`src/rtl/ooo_issue_queue.sv`:
```
// Out-of-order issue queue: collapsing age-ordered storage with tag wakeup,
// oldest-ready select, valid/ready issue and redirect flush.
module ooo_issue_queue #(
    parameter int DATA_WIDTH = 47,
    parameter int PR_ADDR_W  = 6,
    parameter int NUM_SRC    = 2,
    parameter int PUSH_WIDTH = 2,
    parameter int DEPTH      = 8,
    parameter int WAKE_WIDTH = 6
) (
    input  logic                                    clk,
    input  logic                                    rst_n,
    input  logic                                    flush,
    input  logic [PUSH_WIDTH*DATA_WIDTH-1:0]        din,
    input  logic [PUSH_WIDTH*NUM_SRC*PR_ADDR_W-1:0] din_src,
    input  logic [PUSH_WIDTH-1:0]                   din_valid,
    output logic [PUSH_WIDTH-1:0]                   din_ready,
    input  logic [WAKE_WIDTH*PR_ADDR_W-1:0]         wake_tag,
    input  logic [WAKE_WIDTH-1:0]                   wake_valid,
    output logic [DATA_WIDTH-1:0]                   dout,
    output logic                                    dout_valid,
    input  logic                                    dout_ready,
    output logic [$clog2(DEPTH+1)-1:0]              count
);
    localparam int CNT_W = $clog2(DEPTH + 1);
    localparam int IDX_W = (DEPTH > 1) ? $clog2(DEPTH) : 1;

    logic [DATA_WIDTH-1:0] data_r [DEPTH];
    logic [PR_ADDR_W-1:0]  tag_r  [DEPTH][NUM_SRC];
    logic [NUM_SRC-1:0]    rdy_r  [DEPTH];
    logic [CNT_W-1:0]      count_r;

    logic [DATA_WIDTH-1:0] data_s [DEPTH];
    logic [PR_ADDR_W-1:0]  tag_s  [DEPTH][NUM_SRC];
    logic [NUM_SRC-1:0]    rdy_s  [DEPTH];
    logic [CNT_W-1:0]      count_s;

    logic [DEPTH-1:0]      elig_s;
    logic [IDX_W-1:0]      sel_idx_s;
    logic                  sel_found_s;
    logic                  pop_s;
    logic [CNT_W-1:0]      base_s;
    logic [CNT_W-1:0]      push_cnt_s;
    logic [IDX_W-1:0]      slot_s;

    function automatic logic tag_woken(
        input logic [PR_ADDR_W-1:0]            tag,
        input logic [WAKE_WIDTH*PR_ADDR_W-1:0] tags,
        input logic [WAKE_WIDTH-1:0]           vld
    );
        logic hit;
        hit = 1'b0;
        for (int w = 0; w < WAKE_WIDTH; w++) begin
            hit = hit | (vld[w] & (tags[w*PR_ADDR_W +: PR_ADDR_W] == tag));
        end
        return hit;
    endfunction

    // Oldest-ready select: scan downward so the lowest eligible index wins
    always_comb begin
        elig_s      = '0;
        sel_found_s = 1'b0;
        sel_idx_s   = '0;
        for (int i = DEPTH - 1; i >= 0; i--) begin
            elig_s[i]   = (i < int'(count_r)) && (&rdy_r[i]);
            sel_found_s = sel_found_s | elig_s[i];
            sel_idx_s   = elig_s[i] ? IDX_W'(i) : sel_idx_s;
        end
    end

    assign dout_valid = sel_found_s;
    assign dout       = data_r[sel_idx_s];
    assign count      = count_r;
    assign pop_s      = sel_found_s & dout_ready & ~flush;

    // Lane acceptance from registered occupancy only
    always_comb begin
        din_ready = '0;
        for (int l = 0; l < PUSH_WIDTH; l++) begin
            din_ready[l] = !flush && ((DEPTH - int'(count_r)) > l);
        end
    end

    // Next state: wakeup, collapse above the popped slot, then append pushes
    always_comb begin
        data_s     = data_r;
        tag_s      = tag_r;
        rdy_s      = rdy_r;
        base_s     = count_r - CNT_W'(pop_s);
        push_cnt_s = '0;
        slot_s     = '0;
        for (int i = 0; i < DEPTH; i++) begin
            for (int s = 0; s < NUM_SRC; s++) begin
                rdy_s[i][s] = rdy_r[i][s] | tag_woken(tag_r[i][s], wake_tag, wake_valid);
            end
        end
        for (int i = 0; i < DEPTH - 1; i++) begin
            data_s[i] = (pop_s && (IDX_W'(i) >= sel_idx_s)) ? data_s[i+1] : data_s[i];
            tag_s[i]  = (pop_s && (IDX_W'(i) >= sel_idx_s)) ? tag_s[i+1]  : tag_s[i];
            rdy_s[i]  = (pop_s && (IDX_W'(i) >= sel_idx_s)) ? rdy_s[i+1]  : rdy_s[i];
        end
        for (int l = 0; l < PUSH_WIDTH; l++) begin
            slot_s = IDX_W'(base_s + push_cnt_s);
            if (din_valid[l] && din_ready[l]) begin
                data_s[slot_s] = din[l*DATA_WIDTH +: DATA_WIDTH];
                for (int s = 0; s < NUM_SRC; s++) begin
                    tag_s[slot_s][s] = din_src[(l*NUM_SRC+s)*PR_ADDR_W +: PR_ADDR_W];
                    rdy_s[slot_s][s] = (din_src[(l*NUM_SRC+s)*PR_ADDR_W +: PR_ADDR_W] < PR_ADDR_W'(2))
                                     | tag_woken(din_src[(l*NUM_SRC+s)*PR_ADDR_W +: PR_ADDR_W],
                                                 wake_tag, wake_valid);
                end
                push_cnt_s = push_cnt_s + CNT_W'(1);
            end else begin
                push_cnt_s = push_cnt_s;
            end
        end
        count_s = flush ? '0 : (base_s + push_cnt_s);
    end

    // Entry storage and occupancy, cleared immediately on reset
    always_ff @(posedge clk or negedge rst_n) begin
        if (!rst_n) begin
            count_r <= '0;
            for (int i = 0; i < DEPTH; i++) begin
                data_r[i] <= '0;
                rdy_r[i]  <= '0;
                for (int s = 0; s < NUM_SRC; s++) begin
                    tag_r[i][s] <= '0;
                end
            end
        end else begin
            count_r <= count_s;
            data_r  <= data_s;
            tag_r   <= tag_s;
            rdy_r   <= rdy_s;
        end
    end
endmodule

```
`config.mk`:
```
export PLATFORM = sky130hd
export DESIGN_NAME = ooo_issue_queue
export DESIGN_NICKNAME = d
export VERILOG_FILES = /design/src/rtl/ooo_issue_queue.sv
export SDC_FILE = /design/constraint.sdc
export NUM_CORES = 2
export LEC_CHECK = 0
export ABC_AREA = 1
export ABC_CLOCK_PERIOD_IN_PS = 4110
export CAP_MARGIN = 0
export CELL_PAD_IN_SITES_DETAIL_PLACEMENT = 1
export CELL_PAD_IN_SITES_GLOBAL_PLACEMENT = 2
export CORE_ASPECT_RATIO = 0.75
export CORE_MARGIN = 2
export CORE_UTILIZATION = 33
export CTS_BUF_LIST = sky130_fd_sc_hd__clkbuf_16
export CTS_CLUSTER_SIZE = 25
export DETAILED_ROUTE_END_ITERATION = 12
export PLACE_DENSITY_LB_ADDON = 0.1
export RECOVER_POWER = 100
export SKIP_LAST_GASP = 1
export SYNTH_ARGS = -nofsm -noshare
export SYNTH_HDL_FRONTEND = slang
export SYNTH_SLANG_ARGS = --single-unit
```
`constraint.sdc`:
```
create_clock -name clk -period 4.11 [get_ports clk]
set_input_delay 1.0275 -clock clk [delete_from_list [all_inputs] [get_ports clk]]
set_output_delay 1.0275 -clock clk [all_outputs]
set_load 0.02 [all_outputs]
```
# ---- Word level (Yosys, flattened, before mapping)
# Cells that the tools add are included.
dict set report word_totals {
  reg_bits 492
  input_bits 166
}
dict set report op_classes {
  n_bitwise 253
  eq_ne 120
  n_addsub 5
  order_cmp 26
  n_mux 71
  reduce_logical 30
}
# cell n
set op_table {}
lappend op_table {{bitwise mux 376 bit} 2}
lappend op_table {{2-to-1 mux 376 bit} 2}
lappend op_table {{== test 6 bit} 120}
lappend op_table {{2-to-1 mux 47 bit} 11}
lappend op_table {{bitwise mux 96 bit} 4}
lappend op_table {{demux 47 bit (select 3 bit)} 2}
lappend op_table {{2-to-1 mux 96 bit} 2}
lappend op_table {{demux 12 bit (select 3 bit)} 4}
lappend op_table {{binary-select mux 47 bit (select 3 bit)} 1}
lappend op_table {{bitwise OR 1 bit} 127}
lappend op_table {{bitwise AND 1 bit} 122}
lappend op_table {{2-to-1 mux 12 bit} 9}
lappend op_table {{bitwise mux 16 bit} 4}
lappend op_table {{2-to-1 mux 16 bit} 2}
lappend op_table {{demux 2 bit (select 3 bit)} 4}
lappend op_table {{less-than comparator 6 x 2 -> 1 bit (second input constant)} 4}
lappend op_table {{2-to-1 mux 3 bit} 8}
lappend op_table {{logical AND 1 bit} 21}
lappend op_table {{2-to-1 mux 2 bit} 9}
lappend op_table {{less-than comparator 3 x 4 -> 1 bit (first input constant)} 4}
lappend op_table {{AND reduction 2 bit} 8}
lappend op_table {{>= comparator 4 bit (second input constant)} 3}
lappend op_table {{2-to-1 mux 6 bit} 2}
lappend op_table {{inverter 3 -> 4 bit} 3}
lappend op_table {{17 further kinds} 27}

# ---- Depth between registers and ports, before layout
dict set report depth {
  word_depth 23
  depth_mapped 23
  ltp_nobuf 20
}

# ---- Least setup slack after synthesis
# Ideal clock, no wire load.
dict set report synth_timing {
  kind {register to output}
  start {reg count_r[0], in the netlist count[0]}
  end {out dout[10]}
  required_ps 3083
  path_stages_with_launch 19
  arrival_time_ps 2505
  path_buffers 3
  path_slack_ps 578
  cell_sequence {dfrtp_1 > inv_2 > ha_1 > inv_1 > nand2_1 > nand2_1 > nand2_1 > nand2_1 > nand2_1 > nand2_1 > nand2_1 > nand2_1 > buf_2 > buf_2 > buf_1 > nor2_1 > o22ai_1 > nand2_1 > nand2_1}
}
dict set report synth_via {
  elab_chain_cells 14
  elab_cells_between_ends 28
}
# element line_no
set synth_lines {}
lappend synth_lines {{start, declared} 31} ;# logic [CNT_W-1:0] count_r;
lappend synth_lines {{start signal, assigned} 132} ;# count_r <= count_s;
lappend synth_lines {{less-than comparator 3 x 4 -> 1 bit} 65} ;# elig_s[i] = (i < int'(count_r)) && (&rdy_r[i]);
lappend synth_lines {{logical AND 1 bit} 65}
lappend synth_lines {{2-to-1 mux 3 bit (7 in series)} 67} ;# sel_idx_s = elig_s[i] ? IDX_W'(i) : sel_idx_s;
lappend synth_lines {{2-to-1 mux 3 bit (*)} 67}
lappend synth_lines {{inverter 3 -> 4 bit (not written as such) (*)} 72} ;# assign dout = data_r[sel_idx_s];
lappend synth_lines {{binary-select mux 47 bit (select 3 bit) (*)} 72}
lappend synth_lines {{2-to-1 mux 47 bit (not written as such) (*) (2 in series)} 72}
lappend synth_lines {{end, declared} 20} ;# output logic [DATA_WIDTH-1:0] dout,
# Every way passes the cells marked *; elsewhere a longest branch is shown, timed or not. The select of a mux whose other input is x is not followed.

# ---- Worst setup path after layout
dict set report layout_timing {
  start {reg rdy_r[15] (netlist bit)}
  end {out dout[39]}
}
dict set report layout_via {
  elab_chain_cells 7
}
# element line_no
set layout_lines {}
lappend layout_lines {{start, declared} 30} ;# logic [NUM_SRC-1:0] rdy_r [DEPTH];
lappend layout_lines {{start signal, assigned} 135} ;# rdy_r <= rdy_s;
lappend layout_lines {{AND reduction 2 bit} 65}
lappend layout_lines {{logical AND 1 bit} 65}
lappend layout_lines {{2-to-1 mux 3 bit} 67}
lappend layout_lines {{inverter 3 -> 4 bit (not written as such)} 72}
lappend layout_lines {{binary-select mux 47 bit (select 3 bit)} 72}
lappend layout_lines {{2-to-1 mux 47 bit (not written as such) (2 in series)} 72}
# No other way between the ends. The select of a mux whose other input is x is not followed.

==> flow_metrics.py <==
metrics = {
    "global_routing": {
        "grt_use_total_pct": 41.4,
        "first_global_vias": 56300,
        "antenna_found_initial": 14,
        "grt_overflow_total": 0,
        "grt_pass1_wl_mm": 416,
        "grt_max_degree": 87,
    },
    "floorplanning": {
        "rows": 116,
        "dieArea_um2": 136000,
        "pin_count": 220,
        "die_h_um": 320,
        "chipWidth_um": 426,
        "initial_core_util_pct": 33.1,
        "core_um2": 133000,
    },
    "critical_path": {
        "cp_slowest_cell": "dfrtp_1",
        "end_kind": "output pin",
        "cp_data_required_time_ns": 3.08,
        "cp_max_fo": 6,
        "crit_path_frequent_cell": "nand2_1",
        "worst-setup-path-type": "reg -> out",
        "critPathMaxStageDelay_ns": 0.56,
        "path_cells": "nand2_1, inv_1, nand2_1, nand2_1, inv_2, nand2_8, buf_12, clkinv_16, clkbuf_16, a21oi_1, o21ai_1, nand2_1, nand2_1, nand2_2, buf_6",
        "arrival_ns": 3.20,
        "cp-start-kind": "flop",
    },
    "clocking": {
        "root_buffer": "clkbuf_16",
        "cts_tree": "built",
        "cts.sinks": 492,
        "clock_latency_ns": 0.70,
        "cts_max_level": 2,
        "cts_buffer_depth": 3,
        "clkTransAtPathRegs_ns": 0.07,
        "numCtsBuffers": 59,
    },
    "logic_synthesis": {
        "synth-edff-count": 0,
        "synth-adder-area-share_pct": 0.227,
        "synth_mux_area_share_pct": 0,
        "yosysUniqueCellTypes": 40,
        "ys_ff_latch": 492,
        "yosysWarnings": 0,
        "synth_nets": 7651,
        "synthArstFlopShare_pct": 100,
        "synth_top_family_by_area": "simple AND/OR/NAND/NOR gates",
        "ys_top_cells_by_area": "dfrtp_1 28%, nand2_1 22%, nand3_1 16%",
        "synth_commonest_cells": "2620 x nand2_1, 1395 x nand3_1, 585 x o21ai_0",
        "synth.most_common_cell": "nand2_1",
        "netlist_area_um2": 44000,
        "synth_cells": 7477,
        "yosysSeqAreaShare_pct": 28.0,
        "synth_top_cell_area_share_pct": 28.0,
        "yosys.area.top_type": "dfrtp_1",
        "synth_ff_type": "dfrtp_1",
        "yosys.area_share.xor_xnor_pct": 2.45,
        "yosys.area_share.simple_pct": 45.3,
        "synth_compound_area_share_pct": 13.4,
        "avgSynthCellArea_um2": 5.89,
    },
    "power_and_ir_drop": {
        "power_frac_seq_pct": 16.8,
        "comb_power_share_pct": 73.8,
        "p_switching_mw": 32.8,
        "netSwitchingFraction_pct": 57.0,
        "cellInternalPower_mw": 24.8,
        "ir_worst_vdd_mv": 0.914,
        "p_per_area_nw_per_um2": 1080,
        "total_power_mw": 57.7,
        "leakage_nw": 25.7,
        "clock_power_share_pct": 9.4,
    },
    "layout": {
        "post-route-util_pct": 40.0,
        "num-nets-final": 7617,
        "syn_to_final_growth_pct": 20.8,
        "drive_gt1_share_pct": 10.1,
    },
    "detailed_routing": {
        "vias": 58400,
        "highest_layer": "met5",
        "drt-met1-wl_mm": 128,
        "route.met2.wl_mm": 118,
        "routedWlPerCell_um": 32.0,
        "drt_iter0_markers": 8063,
        "wirelength_mm": 296,
        "drc_errors": 0,
        "wl_met3_mm": 39.7,
        "drtAntennaViolNets": 0,
        "viasPerCell": 6.31,
        "first_pass_iters": 8,
    },
    "sta": {
        "hold_viol": 0,
        "fmax_ghz": 0.237,
        "post-route-min-period_ns": 4.22,
        "period_share_pct": 103,
        "worst_pin_slew_ns": 1.96,
        "finClkSkew_ns": 0.0349,
        "setup_violations": 30,
        "slew_headroom_pct": -30.5,
        "finalMaxSlewViolations": 332,
        "worst_slack_ns": -0.113,
        "rsz0062_at_grt": "yes",
        "setup_tns_ns": -1.15,
    },
    "placement": {
        "hpwl_mm": 182,
        "place_congestion": 0.973,
        "portBuffers": 219,
        "dpl_worst_slack_ns": 0.0646,
    },
    "run": {
        "max_cap_viol_count": 6,
    },
    "hold_path": {
        "worstHoldPathType": "reg -> reg",
    },
    "run_status": {
        "outcome": "finished with violations",
        "violations": "max-capacitance violations, max-slew violations, negative setup slack",
    },
}
==> path summary, 6_finish.rpt <==
path | from | end | slack (ns) | cells after the start
worst min register to register | data_r[24] | data_r[24] | 0.59 | 4
worst min-delay path | data_r[24] | data_r[24] | 0.59 | 4
worst max-delay path | rdy_r[15] | dout[39] | -0.11 | 15
worst max register to register | rdy_r[15] | rdy_r[15] | 0.50 | 15
min in group asynchronous | rst_n | data_r[150] | 0.79 | 1
max in group asynchronous | rst_n | count[3] | 0.49 | 2
==> state kept, by name (all words and copies together) (netlist names) <==
signal  count
data_r    376
rdy_r      16
tag_r      96
count       4
==> critical path: cells and delay by family, from the launching register on <==
kind	cells	cell delay [ns]
buffers and inverters	6	0.81
AO/OA/AOI/OAI	2	0.20
flip-flops	1	0.56
AND/OR/NAND/NOR	7	0.93
==> what timing repair did <==
action,in CTS,in global routing
pin swaps,12,46
setup endpoints to repair,47,47
setup buffers,10,25
gates resized for setup,256,227
hold buffers,0,0
gates cloned,8,26
==> power by group through the flow <==
stage               sequential, mW  clock, mW  combinational, mW
global placement              9.56          0               35.8
detailed placement            9.55          0               36.4
finish                        9.66       5.42               42.6
floorplan                     7.90          0               21.5
global route                  9.81       5.62               45.2
CTS                           9.48       5.46               37.6
==> logic make-up (layout without fill, tap and decap cells) <==
kind of cell / Yosys count / in the layout
and+or+nand+nor: 4647 / 4647
xor gates and xnor gates: 123 / 123
AOI/OAI and AO/OA: 1068 / 1068
other: 0 / 7
adders and majority gates: 8 / 8
buffers and inverters: 1139 / 1150
DFF: 492 / 492
==> stage by stage <==
| step | cells | instance area (µm²) | hold slack [ns] |
|---|---|---|---|
| 6_report | 9265 | 53200 | 0.591 |
| 5_1_grt | 9259 | 53200 | 0.630 |
| 4_1_cts | 9209 | 52100 | 0.301 |
| 3_5_place_dp | 9085 | 49900 | 0.570 |
| 3_3_place_gp | 9085 | 49900 | 0.568 |
| 2_1_floorplan | 7477 | 44000 | 0.540 |
==> layout by cell type (no fill, tap or decap), types with 13 or more instances in the layout <==
cell type / count
nand2_1: 2562
o2111ai_1: 17
or2_2: 49
buf_12: 125
clkinv_1: 34
nor2_1: 324
o21ai_0: 496
a21oi_2: 19
buf_4: 267
nand2_4: 25
clkdlybuf4s50_1: 167
o22ai_1: 215
clkbuf_16: 80
nor2_4: 15
o211ai_1: 53
nand3_1: 1385
dfrtp_1: 490
xor2_1: 85
buf_16: 16
nand4_1: 131
nand2_2: 44
xnor2_1: 38
nand3_4: 13
buf_6: 27
inv_1: 374
o21ai_1: 81
nor3_1: 82
a21oi_1: 146
==> routing by layer <==
| metal | global-route usage, % | vias to the layer above |
|---|---|---|
| li1 | - | 24600 |
| met1 | 60.2 | 29000 |
| met2 | 57.6 | 4089 |
| met3 | 12.1 | 681 |
| met4 | 13.4 | 4 |
| met5 | 0.816 | - |
==> layout make-up <==
class,instances,area [µm²]
fill,17400,79800
clock buffer,61,1530
sequential,492,12300
tap,1770,2210
clock inverter,45,303
multi-input combinational,5846,27600
antenna,7,17.5
inverter,395,1550
timing repair buffer,648,7580
timing repair inverter,1,30.0
(Power assumes the default switching activity.)
